## config.mk

```make
export PLATFORM = sky130hd
export DESIGN_NAME = dibit_frame_receiver
export DESIGN_NICKNAME = d
export VERILOG_FILES = /design/src/rtl/dibit_frame_receiver.sv
export SDC_FILE = /design/constraint.sdc
export NUM_CORES = 1
export LEC_CHECK = 0
export ABC_AREA = 1
export CAP_MARGIN = 5
export CORE_MARGIN = 10
export CORE_UTILIZATION = 40
export CTS_CLUSTER_SIZE = 10
export DETAILED_ROUTE_END_ITERATION = 8
export HOLD_SLACK_MARGIN = 0.12
export PLACE_DENSITY = 0.72
export SYNTH_ARGS = -nofsm -noshare
export SYNTH_HDL_FRONTEND = slang
export SYNTH_SLANG_ARGS = --single-unit
```

## constraint.sdc

```tcl
create_clock -name clk -period 1.9 [get_ports clk]
set_clock_uncertainty 0.15 [all_clocks]
set_input_delay 0.38 -clock clk [delete_from_list [all_inputs] [get_ports clk]]
set_output_delay 0.38 -clock clk [all_outputs]
set_load 0.01 [all_outputs]
```

## src/rtl/dibit_frame_receiver.sv

```systemverilog
// Dibit frame receiver.
// Hunts for a sync word on a 2-bit symbol stream, then packs the following
// symbols MSB-first into FRAME_LEN words of WORD_W bits. Each word is offered
// on a single-entry valid/ready register. A word that completes while that
// register is still occupied is dropped and flagged on the sticky overrun bit.
module dibit_frame_receiver #(
    parameter int unsigned       WORD_W    = 8,
    parameter logic [WORD_W-1:0] SYNC      = 8'hD5,
    parameter int unsigned       FRAME_LEN = 4
) (
    input  logic              clk,
    input  logic              rst_n,
    input  logic              sym_valid,
    input  logic [1:0]        sym,
    output logic [WORD_W-1:0] word,
    output logic              word_valid,
    input  logic              word_ready,
    output logic              frame_end,
    output logic              in_frame,
    output logic              overrun,
    input  logic              clr_overrun
);

    localparam int unsigned SymsPerWord = WORD_W / 2;
    localparam int unsigned SymCntW     = $clog2(SymsPerWord) + 1;
    localparam int unsigned WordCntW    = $clog2(FRAME_LEN) + 1;

    localparam logic [SymCntW-1:0]  LastSym  = SymCntW'(SymsPerWord - 1);
    localparam logic [WordCntW-1:0] LastWord = WordCntW'(FRAME_LEN - 1);

    typedef enum logic [0:0] {
        StHunt,
        StCollect
    } state_e;

    state_e              state_q, state_d;
    logic [WORD_W-1:0]   shreg_q, shreg_d;
    logic [SymCntW-1:0]  sym_cnt_q, sym_cnt_d;
    logic [WordCntW-1:0] word_cnt_q, word_cnt_d;
    logic [WORD_W-1:0]   word_q, word_d;
    logic                word_valid_q, word_valid_d;
    logic                frame_end_q, frame_end_d;
    logic                overrun_q, overrun_d;

    logic [WORD_W-1:0]   shift_val;
    logic                complete;
    logic                last_word;
    logic                accept;
    logic                slot_free;

    // Value the shift register holds once the current symbol is in.
    assign shift_val = {shreg_q[WORD_W-3:0], sym};

    assign last_word = (word_cnt_q == LastWord);
    assign accept    = word_valid_q && word_ready;
    // Slot is free if empty, or being emptied on this same edge.
    assign slot_free = !word_valid_q || word_ready;

    // Sync hunt / word collection state machine and symbol datapath.
    always_comb begin
        state_d    = state_q;
        shreg_d    = shreg_q;
        sym_cnt_d  = sym_cnt_q;
        word_cnt_d = word_cnt_q;
        complete   = 1'b0;

        unique case (state_q)
            StHunt: begin
                if (sym_valid) begin
                    shreg_d = shift_val;
                    if (shift_val == SYNC) begin
                        state_d    = StCollect;
                        shreg_d    = '0;
                        sym_cnt_d  = '0;
                        word_cnt_d = '0;
                    end
                end
            end

            StCollect: begin
                if (sym_valid) begin
                    shreg_d   = shift_val;
                    sym_cnt_d = sym_cnt_q + SymCntW'(1);
                    if (sym_cnt_q == LastSym) begin
                        // Dropped words still count toward the frame length.
                        complete   = 1'b1;
                        shreg_d    = '0;
                        sym_cnt_d  = '0;
                        word_cnt_d = word_cnt_q + WordCntW'(1);
                        if (last_word) begin
                            state_d    = StHunt;
                            word_cnt_d = '0;
                        end
                    end
                end
            end

            default: begin
                state_d = StHunt;
            end
        endcase
    end

    // Output slot: handshake, word load on completion, sticky overrun.
    always_comb begin
        word_d       = word_q;
        word_valid_d = word_valid_q;
        frame_end_d  = frame_end_q;
        overrun_d    = overrun_q;

        if (accept) begin
            word_valid_d = 1'b0;
            frame_end_d  = 1'b0;
        end

        if (clr_overrun) begin
            overrun_d = 1'b0;
        end

        if (complete) begin
            if (slot_free) begin
                word_d       = shift_val;
                word_valid_d = 1'b1;
                frame_end_d  = last_word;
            end else begin
                // Set takes priority over a simultaneous clear.
                overrun_d = 1'b1;
            end
        end
    end

    // State registers with synchronous active-low reset.
    always_ff @(posedge clk) begin
        if (!rst_n) begin
            state_q      <= StHunt;
            shreg_q      <= '0;
            sym_cnt_q    <= '0;
            word_cnt_q   <= '0;
            word_q       <= '0;
            word_valid_q <= 1'b0;
            frame_end_q  <= 1'b0;
            overrun_q    <= 1'b0;
        end else begin
            state_q      <= state_d;
            shreg_q      <= shreg_d;
            sym_cnt_q    <= sym_cnt_d;
            word_cnt_q   <= word_cnt_d;
            word_q       <= word_d;
            word_valid_q <= word_valid_d;
            frame_end_q  <= frame_end_d;
            overrun_q    <= overrun_d;
        end
    end

    assign word       = word_q;
    assign word_valid = word_valid_q;
    assign frame_end  = frame_end_q;
    assign overrun    = overrun_q;
    assign in_frame   = (state_q == StCollect);

endmodule

```

==> results.toml, run 1 <==
[run_status]
status = "completed"

[floorplan]
dieArea_mm2 = 0.005078
io_pins = 19
dieWidth_um = 71.26
start_util_pct = 42.04
die_y_um = 71.26
rows = 18
coreArea_mm2 = 0.002500

[detailed_routing]
totalWireLength_mm = 2.322
first_iter_violations = 18
drcViolationCount = 0
viasPerCell = 4.959
vias = 967
final_antenna_net_count = 0
firstDrtPassIters = 4
wl_per_cell_um = 11.91

[global_route]
grt_pass1_vias = 995
globalRouteOverflowTotal = 0
grt_max_degree = 14
grt_pass1_wl_mm = 4.160
antenna_found_initial = 0
gr-usage-all-layers_pct = 9.726

[timing]
hold_viol_final = 0
fin_tns_setup_ns = 0
rsz0062_at_grt = "false"
worst_pin_slew_ns = 0.3710
maxSlewViolCount = 0
period_share_pct = 93.96
fmax_mhz = 560.1
post-route-min-period_ns = 1.785
fin_ws_ns = 0.1147
setup_viol = 0
maxSlewHeadroom_pct = 75.24

[placed_design]
dp_hpwl_mm = 1.811
dpl_cell_area_mm2 = 0.001281
pre_cts_ws_ns = 0.04364
place.gp.congestion = 0.8557
dp.cells = 191
port_buffers = 18

[critical_path]
crit_type = "reg -> out"
slowest_delay_ns = 0.56
endpoint_kind = "output pin"
path_cells = "clkdlybuf4s50_1"
critPathLaunchType = "flip-flop"
cp_slowest_cell = "clkdlybuf4s50_1"
worst-path-buf-inv = 1
cp_max_fo = 2
critPathRequiredTime_ns = 1.37
cp.arrival_ns = 1.26
crit_family = "buffers and inverters"

[clock_network]
post-cts-setup-buffer-count = 0
cts_tree = "yes"
cts_hold_buf = 0
root_buffer = "clkbuf_4"
cts_resized = 0
clk_pin_slew_ns = 0.13
insertion_delay_ns = 0.31
cts_buffer_depth = 2
cts_sinks = 24
cts_buffers = 3
htree_levels = 1

[layout]
final_cells = 195
postLayoutCellArea_mm2 = 0.001318
syn2layout_area_growth_pct = 25.36
drive_above_1_share_pct = 11.52
antennaDiodeCount = 0
fin_nets = 175

[logic_synthesis]
syn_avg_cell_area_um2 = 7.507
yosys_warnings = 0
yosys.area_share.simple_pct = 26.90
synth_top_family_by_area = "simple AND/OR/NAND/NOR gates"
ys_seq_area_share_pct = 45.71
synth_area_mm2 = 0.001051
muxShareOfSynthArea_pct = 0
synth_cell_types = 24
ys_seq_elements = 24
synth_compound_area_share_pct = 14.76
synth_top_area_share_pct = 45.71
yosysTopAreaCell = "dfxtp_1"
synth_cells = 140
synth_edf_count = 0
async_flop_share_pct = 0
yosys-top-cells-area = "dfxtp_1, nand2_1, nor2_1"
synth_adder_area_share_pct = 2.381
synthFlopType = "dfxtp_1"
synth_xor_area_share_pct = 0
synth_nets = 149

[power]
p_leak_nw = 0.5632
peakVddDrop_mv = 0.4763
power_density_mw_per_mm2 = 621.9
p_total_w = 0.0008193

[run]
drv_cap = 0

[min_path]
min_path_type = "reg -> reg"
## area by class of cell
| cell class | instances | area (µm²) |
|---|---|---|
| clock buffer | 4 | 36.28 |
| fill | 245 | 1182 |
| inverter | 18 | 67.56 |
| multi-input combinational | 94 | 462.9 |
| sequential | 24 | 480.5 |
| tap | 30 | 37.54 |
| timing repair buffer | 25 | 232.7 |
## metal layers
metal  global-route usage, %  part of all wire, %  vias to the layer above
li1                        -                    -                      499
met1                   9.858                   41                      444
met5                       0                    0                        -
met4                   4.516                  2.3                        0
met3                   3.030                  4.3                        7
met2                   17.65                   52                       17
## where the power goes
group / switching (W) / internal, W
clock: 0.000146 / 0.000117
combinational: 0.0000244 / 0.0000211
sequential: 0.00000373 / 0.000507
total: 0.000174 / 0.000646
## sequential cells by signal (all words and copies together) (netlist names)
signal,flops
frame_end,1
word_valid,1
sym_cnt_q,3
overrun,1
shreg_q,6
word,8
in_frame,1
word_cnt_q,3
## per-stage QoR
stage	hold WS, ns	utilization [%]
6_report	0.3333	52.70
5_1_grt	0.3608	52.70
4_1_cts	0.3380	52.70
3_5_place_dp	0.3209	51.25
3_3_place_gp	0.3080	51.25
2_1_floorplan	0.2935	-
## cell usage after synthesis (2+ instances only)
cell type / number
nand2_1: 29
dfxtp_1: 24
inv_1: 18
a21oi_2: 2
ha_1: 2
a21oi_1: 11
nor2_1: 23
nor2_2: 2
o21ai_2: 2
nand3_1: 5
o21ai_1: 4
nand4_1: 4
o21ai_0: 3
## final timing paths
check        cells past startpoint  slack [ns]         end         start
min reg2reg                      2        0.33  shreg_q[3]    shreg_q[1]
max                              1        0.11   frame_end     frame_end
max reg2reg                      8        0.24   frame_end  sym_cnt_q[0]
min                              2        0.33  shreg_q[3]    shreg_q[1]
## worst min-delay path: cells and delay by family (launching register included)
kind             cells  cell delay, ns
AO/OA/AOI/OAI        1            0.05
AND/OR/NAND/NOR      1            0.06
flip-flops           1            0.34
## cell families (layout without fill, tap and decap cells)
kind of cell             count (synthesis)  count (layout)
AND/OR/NAND/NOR                         66              66
AO/OA/AOI/OAI                           26              26
adder cells (fa/ha/maj)                  2               2
flip-flops                              24              24
buffers and inverters                   22              47
## cell usage in the layout, fill, tap and decap left out
cell,count
a21oi_1,11
a21oi_2,2
a22oi_1,1
buf_4,7
clkbuf_4,3
clkbuf_8,1
clkdlybuf4s50_1,18
dfxtp_1,24
ha_1,2
inv_1,18
nand2_1,29
nand3_1,5
nand3_2,1
nand4_1,4
nor2_1,23
nor2_2,2
nor3_1,1
nor3_2,1
o21a_1,1
o21ai_0,3
o21ai_1,4
o21ai_2,2
o21bai_1,1
o31ai_1,1
Note: power is estimated with default switching activity, not from simulation.
==> run 2: changes to the inputs <==
--- a/config.mk
+++ b/config.mk
@@ -12,6 +12,7 @@
 export CTS_CLUSTER_SIZE = 10
 export DETAILED_ROUTE_END_ITERATION = 8
 export HOLD_SLACK_MARGIN = 0.12
+export MAX_ROUTING_LAYER = met4
 export PLACE_DENSITY = 0.72
 export SYNTH_ARGS = -nofsm -noshare
 export SYNTH_HDL_FRONTEND = slang
==> run 2 against run 1 <==
Net effect: first-iteration DRC count rose by 17%; via count fell by 0.10%; combinational power barely moved; clock-buffer cell count did not move; wire length did not move; fmax barely moved; critical path depth did not move; largest cell class unchanged.
==> results.toml, run 2 (synthesis gave the netlist of run 1 again) <==
[run_status]
status = "completed"

[layout]
layout_commonest_cell = "nand2_1"
largest_reg_flops = 8
final_core_util_pct = 52.70
drive_above_1_share_pct = 11.52
multi_input_area_um2 = 462.9
mostFrequentLayoutCells = "nand2_1, dfxtp_1, nor2_1"
regArea_um2 = 480.5
fillers = 245
syn2layout_area_growth_pct = 25.36
fin_nets = 175
antennaDiodeCount = 0

[clock_network]
insertion_delay_ns = 0.31
cts_hold_buf = 0
cts_resized = 0
root_buffer = "clkbuf_4"
htree_levels = 1
clk_pin_slew_ns = 0.13
cts_sinks = 24
cts_buffers = 3
cts_tree = "yes"
post-cts-setup-buffer-count = 0
cts_buffer_depth = 2

[timing]
holdWs_ns = 0.3332
fin_ws_ns = 0.1145
post-route-min-period_ns = 1.785
maxSlewHeadroom_pct = 75.18
maxSlewViolCount = 0
worst_pin_slew_ns = 0.3719
hold_viol_final = 0
period_share_pct = 93.97
fin_tns_setup_ns = 0
setup_viol = 0
fmax_mhz = 560.1
rsz0062_at_grt = "false"

[min_path]
min_path_type = "reg -> reg"
hold_path_startpoint = "shreg_q[1]"
hold_path_depth = 2
holdPathEnd = "shreg_q[3]"

[power]
p_comb_share_pct = 5.6
power.switching_w = 0.0001735
p_leak_nw = 0.5632
switching_share_pct = 21.18
p_int_w = 0.0006456
seq_power_share_pct = 62.4
clkPwrFrac_pct = 32.1
peakVddDrop_mv = 0.4749
power_density_mw_per_mm2 = 621.7

[detailed_routing]
final_antenna_net_count = 0
first_iter_violations = 21
wl_per_cell_um = 11.91
totalWireLength_mm = 2.322
drcViolationCount = 0
vias = 966
viasPerCell = 4.954
firstDrtPassIters = 4

[critical_path]
critPathLaunchType = "flip-flop"
r2r-end = "frame_end"
slowest_delay_ns = 0.56
critPathRequiredTime_ns = 1.37
endpoint_kind = "output pin"
r2r_start = "sym_cnt_q[0]"
crit_type = "reg -> out"
cp_slowest_cell = "clkdlybuf4s50_1"
r2r_slack_ns = 0.24
crit_family = "buffers and inverters"
cp.arrival_ns = 1.26
path_cells = "clkdlybuf4s50_1"
worst-path-buf-inv = 1
cp_max_fo = 2
rr_worst_depth = 8

[global_route]
gr-usage-all-layers_pct = 10.00
grt_pass1_vias = 997
grt_max_degree = 14
globalRouteOverflowTotal = 0
antenna_found_initial = 0
grt_pass1_wl_mm = 4.160

[run]
drv_cap = 0

[placed_design]
pre_cts_ws_ns = 0.04364
place.gp.congestion = 0.8693
dp_hpwl_mm = 1.811
port_buffers = 18

[floorplan]
dieArea_mm2 = 0.005078
coreArea_mm2 = 0.002500
io_pins = 19
rows = 18
start_util_pct = 42.04
dieWidth_um = 71.26
die_y_um = 71.26
-- run 2: power groups by stage --
| stage | Clock, W | Combinational, W | Sequential, W |
|---|---|---|---|
| 6_report | 0.000263 | 0.0000455 | 0.000511 |
| 3_3_place_gp | 0 | 0.0000452 | 0.000522 |
| 5_1_grt | 0.000301 | 0.0000502 | 0.000512 |
| 2_1_floorplan | 0 | 0.0000259 | 0.000521 |
| 4_1_cts | 0.000272 | 0.0000459 | 0.000511 |
| 3_5_place_dp | 0 | 0.0000458 | 0.000522 |
-- run 2: routing by layer --
metal | GRT usage [%] | up-vias | wire length, µm
li1 | - | 498 | -
met1 | 10.02 | 440 | 969
met2 | 17.84 | 21 | 1217
met3 | 2.479 | 7 | 81
met4 | 4.516 | 0 | 54
met5 | - | - | 0
-- run 2: worst max path at each step --
stage / slack [ns] / end / cells after the start / from
finish: 0.11 / frame_end / 1 / frame_end
global route: 0.01 / word[4] / 8 / sym_cnt_q[0]
CTS: 0.10 / frame_end / 1 / frame_end
detailed placement: 0.04 / sym_cnt_q[0] / 8 / sym[0]
global placement: 0.04 / sym_cnt_q[0] / 8 / sym[0]
floorplan: 0.50 / frame_end / 8 / sym_cnt_q[0]
-- run 2: per-stage QoR --
stage,total power (W),cells,area (µm²)
5_1_grt,0.0008632,195,1318
2_1_floorplan,0.0005472,140,1051
3_3_place_gp,0.0005672,191,1281
4_1_cts,0.0008290,195,1318
3_5_place_dp,0.0005681,191,1281
6_report,0.0008191,195,1318
-- run 2: area by class of cell --
type / instances / area share (%)
Timing Repair Buffer: 25 / 17.66
Tap cell: 30 / 2.849
Sequential cell: 24 / 36.47
Multi-Input combinational cell: 94 / 35.14
Clock buffer: 4 / 2.754
Inverter: 18 / 5.128
-- run 2: worst reg2reg max path, cell delays in order (launching register included) --
cell     delay, ns
dfxtp_1       0.38
ha_1          0.20
inv_1         0.06
nor2_2        0.09
nand3_2       0.09
nor2_2        0.23
inv_1         0.16
nor2_1        0.14
nor3_2        0.05
==> run 3: changes to the inputs <==
--- a/config.mk
+++ b/config.mk
@@ -9,6 +9,7 @@
 export CAP_MARGIN = 5
 export CORE_MARGIN = 10
 export CORE_UTILIZATION = 40
+export CTS_CLUSTER_DIAMETER = 120
 export CTS_CLUSTER_SIZE = 10
 export DETAILED_ROUTE_END_ITERATION = 8
 export HOLD_SLACK_MARGIN = 0.12
==> results of run 3 <==
Final layout, timing and power as in run 2 (identical DEF).
